## config.mk

```make
export PLATFORM = sky130hd
export DESIGN_NAME = mii_egress_arbiter
export DESIGN_NICKNAME = d
export VERILOG_FILES = /design/src/rtl/mii_arb_pkg.sv /design/src/rtl/rr_pick.sv /design/src/rtl/mii_egress_arbiter.sv
export SDC_FILE = /design/constraint.sdc
export NUM_CORES = 1
export LEC_CHECK = 0
export CAP_MARGIN = 20
export CORE_MARGIN = 3
export CORE_UTILIZATION = 26
export DETAILED_ROUTE_END_ITERATION = 16
export HOLD_SLACK_MARGIN = 0.08
export MAX_ROUTING_LAYER = met4
export PLACE_DENSITY = 0.76
export SLEW_MARGIN = 20
export SYNTH_ARGS = -nofsm -noshare
export SYNTH_HDL_FRONTEND = slang
export SYNTH_SLANG_ARGS = --single-unit
```

## constraint.sdc

```tcl
create_clock -name clk -period 1.8 [get_ports clk]
set_clock_uncertainty 0.1 [all_clocks]
set_input_delay 0.54 -clock clk [delete_from_list [all_inputs] [get_ports clk]]
set_output_delay 0.54 -clock clk [all_outputs]
set_load 0.02 [all_outputs]
```

## src/rtl/mii_arb_pkg.sv

```systemverilog
// Shared types and helpers for the MII egress arbiter and its round-robin picker.
package mii_arb_pkg;

    typedef enum logic {
        ARB_IDLE   = 1'b0,
        ARB_ACTIVE = 1'b1
    } arb_state_e;

    localparam int unsigned STAT_CNT_WIDTH = 16;

    function automatic int unsigned idx_width(input int unsigned n);
        return (n > 1) ? $clog2(n) : 1;
    endfunction

endpackage

```

## src/rtl/rr_pick.sv

```systemverilog
// Combinational round-robin picker: first requester at index >= ptr, wrapping around.
module rr_pick
    import mii_arb_pkg::*;
#(
    parameter int unsigned N_PORTS = 3,
    localparam int unsigned IDX_W  = idx_width(N_PORTS)
) (
    input  logic [N_PORTS-1:0] req,
    input  logic [IDX_W-1:0]   ptr,
    output logic [N_PORTS-1:0] pick,
    output logic               valid
);

    always_comb begin
        pick  = '0;
        valid = 1'b0;
        // Upper segment [ptr, N_PORTS-1] outranks the wrapped segment [0, ptr-1].
        for (int i = 0; i < N_PORTS; i++) begin
            if (!valid && req[i] && (IDX_W'(i) >= ptr)) begin
                pick[i] = 1'b1;
                valid   = 1'b1;
            end
        end
        for (int i = 0; i < N_PORTS; i++) begin
            if (!valid && req[i] && (IDX_W'(i) < ptr)) begin
                pick[i] = 1'b1;
                valid   = 1'b1;
            end
        end
    end

endmodule

```

## src/rtl/mii_egress_arbiter.sv

```systemverilog
// Packet-granular round-robin arbiter sharing one MAC TX AXI-stream among N_PORTS sources.
// Optional per-source packet counters are built when MII_EGRESS_ARB_STATS_EN is defined.
module mii_egress_arbiter
    import mii_arb_pkg::*;
#(
    parameter int unsigned N_PORTS    = 3,
    parameter int unsigned DATA_WIDTH = 8,
    parameter int unsigned USER_WIDTH = 1
) (
    input  logic                                clk,
    input  logic                                rst,
    input  logic [N_PORTS*DATA_WIDTH-1:0]       s_axis_tdata,
    input  logic [N_PORTS-1:0]                  s_axis_tvalid,
    output logic [N_PORTS-1:0]                  s_axis_tready,
    input  logic [N_PORTS-1:0]                  s_axis_tlast,
    input  logic [N_PORTS*USER_WIDTH-1:0]       s_axis_tuser,
    output logic [DATA_WIDTH-1:0]               m_axis_tdata,
    output logic                                m_axis_tvalid,
    input  logic                                m_axis_tready,
    output logic                                m_axis_tlast,
    output logic [USER_WIDTH-1:0]               m_axis_tuser,
    output logic [N_PORTS-1:0]                  grant,
    output logic                                busy,
    output logic [N_PORTS*STAT_CNT_WIDTH-1:0]   stat_pkt_cnt
);

    localparam int unsigned IDX_W = idx_width(N_PORTS);

    arb_state_e         state_q, state_d;
    logic [N_PORTS-1:0] grant_q, grant_d;
    logic [IDX_W-1:0]   rr_ptr_q, rr_ptr_d;
    logic [N_PORTS-1:0] pick;
    logic               pick_valid;
    logic [IDX_W-1:0]   grant_idx;
    logic               last_xfer;

    rr_pick #(
        .N_PORTS(N_PORTS)
    ) u_rr_pick (
        .req  (s_axis_tvalid),
        .ptr  (rr_ptr_q),
        .pick (pick),
        .valid(pick_valid)
    );

    always_comb begin
        grant_idx = '0;
        for (int i = 0; i < N_PORTS; i++) begin
            if (grant_q[i]) grant_idx = IDX_W'(i);
        end
    end

    assign last_xfer = (state_q == ARB_ACTIVE) && m_axis_tvalid && m_axis_tready && m_axis_tlast;

    always_ff @(posedge clk or posedge rst) begin
        if (rst) begin
            state_q  <= ARB_IDLE;
            grant_q  <= '0;
            rr_ptr_q <= '0;
        end else begin
            state_q  <= state_d;
            grant_q  <= grant_d;
            rr_ptr_q <= rr_ptr_d;
        end
    end

    always_comb begin
        state_d  = state_q;
        grant_d  = grant_q;
        rr_ptr_d = rr_ptr_q;
        unique case (state_q)
            ARB_IDLE: begin
                if (pick_valid) begin
                    grant_d = pick;
                    state_d = ARB_ACTIVE;
                end
            end
            ARB_ACTIVE: begin
                // The finishing source drops to lowest priority for the next round.
                if (last_xfer) begin
                    grant_d  = '0;
                    state_d  = ARB_IDLE;
                    rr_ptr_d = (grant_idx == IDX_W'(N_PORTS - 1)) ? '0 : grant_idx + 1'b1;
                end
            end
            default: state_d = ARB_IDLE;
        endcase
    end

    always_comb begin
        m_axis_tdata  = '0;
        m_axis_tuser  = '0;
        m_axis_tvalid = 1'b0;
        m_axis_tlast  = 1'b0;
        s_axis_tready = '0;
        if (state_q == ARB_ACTIVE) begin
            for (int i = 0; i < N_PORTS; i++) begin
                if (grant_q[i]) begin
                    m_axis_tdata     = s_axis_tdata[i*DATA_WIDTH +: DATA_WIDTH];
                    m_axis_tuser     = s_axis_tuser[i*USER_WIDTH +: USER_WIDTH];
                    m_axis_tvalid    = s_axis_tvalid[i];
                    m_axis_tlast     = s_axis_tlast[i];
                    s_axis_tready[i] = m_axis_tready;
                end
            end
        end
    end

    assign grant = grant_q;
    assign busy  = (state_q == ARB_ACTIVE);

`ifdef MII_EGRESS_ARB_STATS_EN
    logic [STAT_CNT_WIDTH-1:0] cnt_q [N_PORTS];
    logic [STAT_CNT_WIDTH-1:0] cnt_d [N_PORTS];

    always_comb begin
        for (int i = 0; i < N_PORTS; i++) begin
            cnt_d[i] = cnt_q[i];
            if (s_axis_tready[i] && s_axis_tvalid[i] && s_axis_tlast[i] && (cnt_q[i] != '1)) begin
                cnt_d[i] = cnt_q[i] + 1'b1;
            end
        end
    end

    always_ff @(posedge clk or posedge rst) begin
        if (rst) begin
            for (int i = 0; i < N_PORTS; i++) cnt_q[i] <= '0;
        end else begin
            for (int i = 0; i < N_PORTS; i++) cnt_q[i] <= cnt_d[i];
        end
    end

    always_comb begin
        stat_pkt_cnt = '0;
        for (int i = 0; i < N_PORTS; i++) begin
            stat_pkt_cnt[i*STAT_CNT_WIDTH +: STAT_CNT_WIDTH] = cnt_q[i];
        end
    end
`else
    assign stat_pkt_cnt = '0;
`endif

endmodule

```

# Yosys cells after proc, flatten, opt, wreduce, memory -nomap -nowiden
# Cells that the tools add are included.
# classes
n_reduce_logical,21
mux,40
n_eq_ne,3
n_lt_le_gt_ge,6
addsub,1
bitwise,1
# op_table
op,count
8-bit two-way mux,4
1-bit two-way mux,29
1-bit logical AND,14
3-bit two-way mux,3
3-bit one-hot mux with 2 select lines,1
1-bit logical NOT,5
"1-bit by 2-bit greater-or-equal comparator with 1-bit output, first input constant",2
"1-bit by 2-bit < comparator with 1-bit output, first input constant",2
2-bit two-way mux,2
2-bit AND reduction,2
"2-bit by 1-bit adder with 2-bit output, second input constant",1
"2-bit == test, second input constant",1
"2-bit greater-or-equal comparator, first input constant",1
"2-bit < comparator, first input constant",1
"2-bit by 1-bit != test with 1-bit output, second input constant",1
"2-bit != test, second input constant",1
1-bit one-hot mux with 2 select lines,1
1-bit NOT,1
# totals
output_inout_bits,66
inputBits,36
wordCells,75
regBits,6

# Logic depth before layout (Yosys ltp)
# Gate-level depths: netlist of run 1.
# depth
ltp_word,25
depth_mapped,6
mapped_depth_nobuf,4

# By module
# From an unflattened synthesis of run 1, not the netlist that was laid out.
# hier_totals
hier_cells,142
hier_area_um2,1036.0
# by_module_without_submodules
module,area_per_inst_um2,cells_per_inst,instances,seq_area_each_um2
mii_egress_arbiter,959.7,131,1,150.1
rr_pick,76.3,11,1,0.0

# Worst setup path before layout of run 1
# No wires, ideal clock.
# synth_path
path_type,reg-to-output
start,"register grant_q[1], in the netlist grant[1]"
end,output m_axis_tdata[0]
path_stages_with_launch,5
required_ps,1160
setup_slack_ps,-311
arrival_ps,1471
n_path_buf,2
cell_sequence,dfrtp_1 -> buf_4 -> clkbuf_1 -> a221oi_1 -> nor3_1
# synth_between
elab_chain_len,3
# synth_lines
element,line_no,text
"start, declared",mii_egress_arbiter.sv:30,"logic [N_PORTS-1:0] grant_q, grant_d;"
"start signal, assigned",mii_egress_arbiter.sv:62,grant_q <= grant_d;
8-bit two-way mux (2 in a row),mii_egress_arbiter.sv:98,if (grant_q[i]) begin
8-bit two-way mux,mii_egress_arbiter.sv:96,if (state_q == ARB_ACTIVE) begin
"end, declared",mii_egress_arbiter.sv:17,"output logic [DATA_WIDTH-1:0] m_axis_tdata,"
# Every way passes these cells.

# Worst setup path in the final report of run 1
# layout_path
start,"register grant_q[1], in the netlist grant[1]"
end,output m_axis_tvalid
# layout_between
elab_chain_len,3
# layout_lines
element,line_no,text
1-bit two-way mux (2 in a row),mii_egress_arbiter.sv:98,
1-bit two-way mux,mii_egress_arbiter.sv:96,
"end, declared",mii_egress_arbiter.sv:18,"output logic m_axis_tvalid,"
# Every way passes these cells.

==> metrics, run 1 <==
Remaining Overflow, GRT=0; synth top area cells=buf_4 37%, dfrtp_1 15%, a221oi_1 7.9%; Fill cells=354; status=finished with violations; Worst-Skew Late Latency=about 0.23 ns; Yosys reg bits=6; Worst path top cell family by delay=flip-flops; Net Switching=approximately 1.3 mW; register area share after synthesis=15.08%; arrival time worst endpoint=~1.5 ns; setup violators final=12; Final WS setup=-0.3381 ns; DP Area=1683 um^2; initial antenna violation count=0; Num CTS Buffers=3; crit-path most repeated cell=buf_6; Post-DRT Antenna Nets=0; Die Width=slightly below 70 um; TritonCTS clock tree=done; HP Class=in2async; Routed WL=around 2900 um; first-pass GRT wire length=4112 um; TNS Setup=-3.072 ns; fin crit share=118.8%; distinct cell type count after synthesis=31; port bufs=53; Critical Path RT=1.16 ns; sequential power share=roughly 8.1%; Clock Tree Root=clkbuf_8; Peak Freq=467.7 MHz; top cells by count, synth=49 x buf_4, 11 x nor2b_1, 10 x nor3_1; DR vias=slightly above 1000; Core Rows=21; Tot GR Track Use=between 10% and 20%; Layout Nets=244; Clk pwr share=a little over 7%; max-cap violations=0; fraction of layout cells with a size suffix above 1=39.61%; PwrDens=1643 nW/um^2; most common cell in the synthesized netlist=buf_4; Primary FF master, synth=dfrtp_1; final hold viol count=0; P_leak=0.8968 nW; Placer Congestion=between 0.7 and 0.8; Starting DRT DRC Count=43; clk sinks=6; Final Cell Area=1857 um^2; CP Depth=4; ys async rst share=100.0%; DRC=0; H-tree levels=1; CTS max path bufs=2; Internal=about 1.7 mW; failing checks=setup timing; CP Launch Type=flip-flop; CP cell instances=buf_6 -> a221o_2 -> and3_4 -> buf_6; fin crit period=2.138 ns; Avg Synthesized Cell Area=between 7 and 8 um^2; Yosys top cell by area=buf_4; Synth top area share=between 30% and 40%; reg2reg setup slack=-0.05 ns; Worst R2R Path Depth=6; Comb pwr share=between 80% and 90%; RSZ-0062 raised after global routing=true; Core ar.=~3500 um^2; final number of max-transition violations=0; vias per cell=between 4 and 5; highest-delay cell along the critical path=dfrtp_2; initial core utilization=around 28%; Detailed Routing Iterations Pass 1=3; DIE AREA=4609 um^2; Max rail drop VDD=about 0.0007 V; clk slew on worst S/H paths=0.04 ns; dpl hpwl=between 2000 and 2500 um; WL per Instance=between 10 and 15 um; pin count of the biggest net entering global routing=19; Hold-fix buffers, CTS=0; CP peak stage delay=0.42 ns; # diodes=0; Post-Syn Area=approximately 1000 um^2; switch share=43.58%; Crit. End Element=primary output; Warnings, synthesis=0; EDFF count, synth=0; CP Class=reg2out; synthesis-to-layout area growth=86.43%; Gate Count Post-Synth=about 130; CP Max Fanout=7; vias in the first global route=just over 900; # IOs=102; number of buffer and inverter stages on the critical path=2; Die Ht=67.89 um
==> metrics by stage <==
| stage | power [mW] | std cells | setup slack [ns] | hold slack, ns | util, % |
|---|---|---|---|---|---|
| 4_1_cts | 2.999 | 249 | -0.3656 | 0.4370 | 51.28 |
| 2_1_floorplan | 1.585 | 173 | -0.1290 | 0.2308 | - |
| 6_report | 3.051 | 253 | -0.3381 | 0.4281 | 52.74 |
| 5_1_grt | 3.252 | 253 | -0.3783 | 0.4502 | 52.74 |
| 3_3_place_gp | 2.508 | 243 | -0.8824 | 0.4844 | 47.80 |
| 3_5_place_dp | 2.530 | 243 | -0.9041 | 0.4888 | 47.80 |
==> sequential cells by signal, indices dropped and copies added, names as in the netlist <==
register  flops
busy          1
rr_ptr_q      2
grant         3
==> placed cells by master, fill, tap and decap left out, types with 8 or more instances in the layout <==
master	netlist	final
dlygate4sd2_1	0	27
nor3_4	0	9
a221oi_2	0	8
nor2b_1	11	11
clkdlybuf4s50_1	0	11
buf_6	1	14
buf_4	49	27
conb_1	1	48
==> power by group through the flow <==
| stage | Combinational (mW) | Sequential (mW) | Clock, mW |
|---|---|---|---|
| global route | 2.76 | 0.254 | 0.235 |
| CTS | 2.53 | 0.245 | 0.224 |
| detailed placement | 2.28 | 0.245 | 0 |
| floorplan | 1.30 | 0.290 | 0 |
| global placement | 2.26 | 0.245 | 0 |
| finish | 2.59 | 0.246 | 0.219 |
==> path summary, 6_finish.rpt <==
check	endpoint	from
worst min register to register	rr_ptr_q[1]	rr_ptr_q[1]
worst max register to register	rr_ptr_q[0]	grant[1]
worst max-delay path	m_axis_tvalid	grant[1]
min in group clk	rr_ptr_q[1]	rr_ptr_q[1]
max in group asynchronous	busy	rst
worst min-delay path	grant[1]	rst
==> final cells by class <==
class / count / area (um^2) / share of cell area, %
clock buffers: 4 / 45.04 / 2.426
inverters: 3 / 11.26 / 0.6065
multi-input cells: 110 / 820.8 / 44.20
flip-flops and latches: 6 / 153.9 / 8.288
well taps: 46 / 57.56 / 3.100
repair buffers: 84 / 768.2 / 41.37
==> timing repair <==
| item | 4_1_cts | 5_1_grt |
|---|---|---|
| buffers inserted | 3 | 4 |
| resized for setup | 124 | 4 |
| pin swaps | 14 | 5 |
| endpoints found under the setup margin | 24 | 16 |
==> logic make-up after synthesis <==
kind of cell,share of synthesized area (%)
buffers and inverters,40.70
AND/OR/NAND/NOR,23.87
AO/OA/AOI/OAI,17.46
flip-flops,15.07
multiplexers,2.512
other,0.3765
==> layer usage <==
metal,vias up,track usage (%),share of wire (%)
met5,-,-,0
met1,463,12.96,36
met3,3,2.463,8.5
li1,506,-,-
met4,0,6.700,1.0
met2,60,21.99,55
Note: power is estimated with default switching activity, not from simulation.
==> inputs of run 2 (changes only) <==
--- a/config.mk
+++ b/config.mk
@@ -7,12 +7,12 @@
 export LEC_CHECK = 0
 export CAP_MARGIN = 20
 export CORE_MARGIN = 3
-export CORE_UTILIZATION = 26
+export CORE_UTILIZATION = 27
 export DETAILED_ROUTE_END_ITERATION = 16
 export HOLD_SLACK_MARGIN = 0.08
-export MAX_ROUTING_LAYER = met4
-export PLACE_DENSITY = 0.76
+export PLACE_DENSITY = 0.77
 export SLEW_MARGIN = 20
 export SYNTH_ARGS = -nofsm -noshare
 export SYNTH_HDL_FRONTEND = slang
+export SYNTH_HIERARCHICAL = 1
 export SYNTH_SLANG_ARGS = --single-unit
==> run 2 against run 1 <==
  * The flow still finishes with violations (setup timing)
  * Sequential cell count stayed put
  * Critical path depth grew 2
  * Die area rose by 0.16%
  * Largest cell class unchanged
  * Design area fell by 8.2%
  * First-iteration DRC count shrank 63%
  * Global-route usage is 0.17 points lower
==> metrics, run 2 <==
ys async rst share=between 90% and 100%; failing checks=setup timing; TritonCTS clock tree=done; first-pass GRT wire length=~4200 um; Final WS setup=-0.2786 ns; worst flop-to-flop path endpoint=rr_ptr_q[0]; Post-Syn Area=about 1000 um^2; Tot GR Track Use=about an eighth; HP Class=in2async; port bufs=between 50 and 60; max-cap violations=0; CP Launch Type=flip-flop; initial antenna violation count=0; # IOs=approximately 100; Post-DRT Antenna Nets=0; Num CTS Buffers=3; dpl hpwl=between 2000 and 2500 um; synth top area cells=buf_4 36%, dfrtp_1 14%, a22oi_1 6.5%; final number of max-transition violations=0; status=finished with violations; Starting DRT DRC Count=16; Synth top area share=between 30% and 40%; CP Max Fanout=4; DP Area=1551 um^2; Peak Freq=481.1 MHz; synthesis-to-layout area growth=64.61%; register area share after synthesis=around 14%; Clock Tree Root=clkbuf_8; Critical Path RT=approximately 1.2 ns; CP startpoint=grant[1]; DRC=0; CP cell instances=nor2b_4 -> buf_4 -> a22oi_1 -> o21ai_1 -> and2_4 -> buf_6; most common cell in the synthesized netlist=buf_4; # diodes=0; vias in the first global route=roughly 960; Avg Synthesized Cell Area=about 7.3 um^2; Die Ht=slightly below 70 um; Final Util=roughly half; fraction of layout cells with a size suffix above 1=33.01%; pin count of the biggest net entering global routing=15; RSZ-0062 raised after global routing=true; Core Rows=21; setup violators final=12; Final Cell Area=approximately 1700 um^2; initial core utilization=29.42%; vias per cell=slightly above 4; Routed WL=about 3000 um; fin crit share=115.5%; Detailed Routing Iterations Pass 1=4; FF-to-FF Start=grant[1]; Worst-Skew Late Latency=between 0.2 and 0.25 ns; max reg flops=3; Crit. End Element=primary output; Yosys reg bits=6; Warnings, synthesis=6; most frequent cells in the layout=48 x conb_1, 25 x dlygate4sd2_1, 18 x buf_6; WL per Instance=11.82 um; clk sinks=6; Layout Nets=between 200 and 250; Remaining Overflow, GRT=0; arrival time worst endpoint=roughly 1.4 ns; final hold viol count=0; Primary FF master, synth=dfrtp_1; most common cell after layout, fill and taps aside=conb_1; Seq. cell area=~150 um^2; Gate Count Post-Synth=142; distinct cell type count after synthesis=24; Yosys top cell by area=buf_4; Placer Congestion=a little over 0.7; DR vias=~1100; clk slew on worst S/H paths=roughly 0.040 ns; PwrDens=~1300 nW/um^2; top cells by count, synth=49 x buf_4, 16 x nand2_1, 12 x o21ai_0; Power, Total=2.162 mW; DIE AREA=roughly 4600 um^2; Worst Setup EP=m_axis_tdata[7]; reg2reg setup slack=0.15 ns; Fill cells=around 370; highest-delay cell along the critical path=dfrtp_2; Core ar.=approximately 3500 um^2; Die Width=67.95 um; P_leak=about 0.83 nW; Worst R2R Path Depth=5; TNS Setup=-2.890 ns; CTS max path bufs=2; EDFF count, synth=0; fin crit period=just over 2 ns; CP Class=reg2out; CP peak stage delay=approximately 0.43 ns; multi-input logic area=between 700 and 800 um^2; Max rail drop VDD=between 0.0004 and 0.0005 V; H-tree levels=1
==> run 2: cell types whose count changed after synthesis, sizes merged, moves of 2 or more <==
| cell | delta |
|---|---|
| and2 | +9 |
| a22oi | +9 |
| nor2 | +3 |
| nor3 | -10 |
| nand2 | +14 |
| a221oi | -8 |
| a31o | -2 |
| nor2b | -7 |
| o21ai | +11 |
==> run 2: worst min path at each step <==
stage                        endpoint  slack (ns)  depth (start not counted)
after global placement    rr_ptr_q[1]        0.47                          1
final                            busy        0.44                          2
after global routing             busy        0.45                          2
after floorplan                  busy        0.23                          1
after detailed placement  rr_ptr_q[1]        0.47                          1
after CTS                        busy        0.44                          2
==> run 2: power by group <==
part / switching [mW] / total [mW] / internal (mW)
Sequential: 0.0687 / 0.257 / 0.188
Combinational: 0.782 / 1.69 / 0.910
Clock: 0.0601 / 0.213 / 0.152
Total: 0.911 / 2.16 / 1.25
==> run 2: kinds of logic after synthesis <==
logic type / after synthesis / synth area share [%]
other cells: 1 / 0.3620
flops: 6 / 14.49
mux: 2 / 2.899
compound gates: 27 / 17.63
buf+inv: 58 / 40.22
simple gates: 48 / 24.40
==> run 2: metrics by stage <==
| step | setup slack [ns] | hold slack (ns) | instances |
|---|---|---|---|
| floorplan | -0.03114 | 0.2308 | 189 |
| global placement | -0.8230 | 0.4686 | 247 |
| detailed placement | -0.8304 | 0.4694 | 247 |
| CTS | -0.2825 | 0.4401 | 253 |
| global route | -0.3488 | 0.4526 | 255 |
| finish | -0.2786 | 0.4376 | 255 |
==> run 2: worst max-delay path, delay by kind of cell, from the launching register on <==
kind	cells	cell delay, ns
buffers and inverters	2	0.24
AO/OA/AOI/OAI	2	0.18
flip-flops	1	0.43
AND/OR/NAND/NOR	2	0.35
==> run 2: repair_timing <==
item | in CTS | in global routing
setup buffers | 2 | 1
setup endpoints to repair | 23 | 19
pin swaps | 32 | 12
resized for setup | 125 | 17
gates cloned | 0 | 1
hold buffers | 0 | 0
==> run 2: area by class of cell <==
type | count | area share (%)
Clock buffer | 4 | 2.641
Inverter | 2 | 0.4402
Multi-Input combinational cell | 125 | 43.36
Sequential cell | 6 | 9.024
Tap cell | 46 | 3.375
Timing Repair Buffer | 72 | 41.16
==> run 2: per-layer routing <==
metal | vias to the layer above | track usage, % | part of all wire, %
li1 | 511 | - | -
met4 | 0 | 4.963 | 0.96
met3 | 4 | 3.612 | 13
met5 | - | 0 | 0
met1 | 474 | 12.07 | 36
met2 | 65 | 23.59 | 51
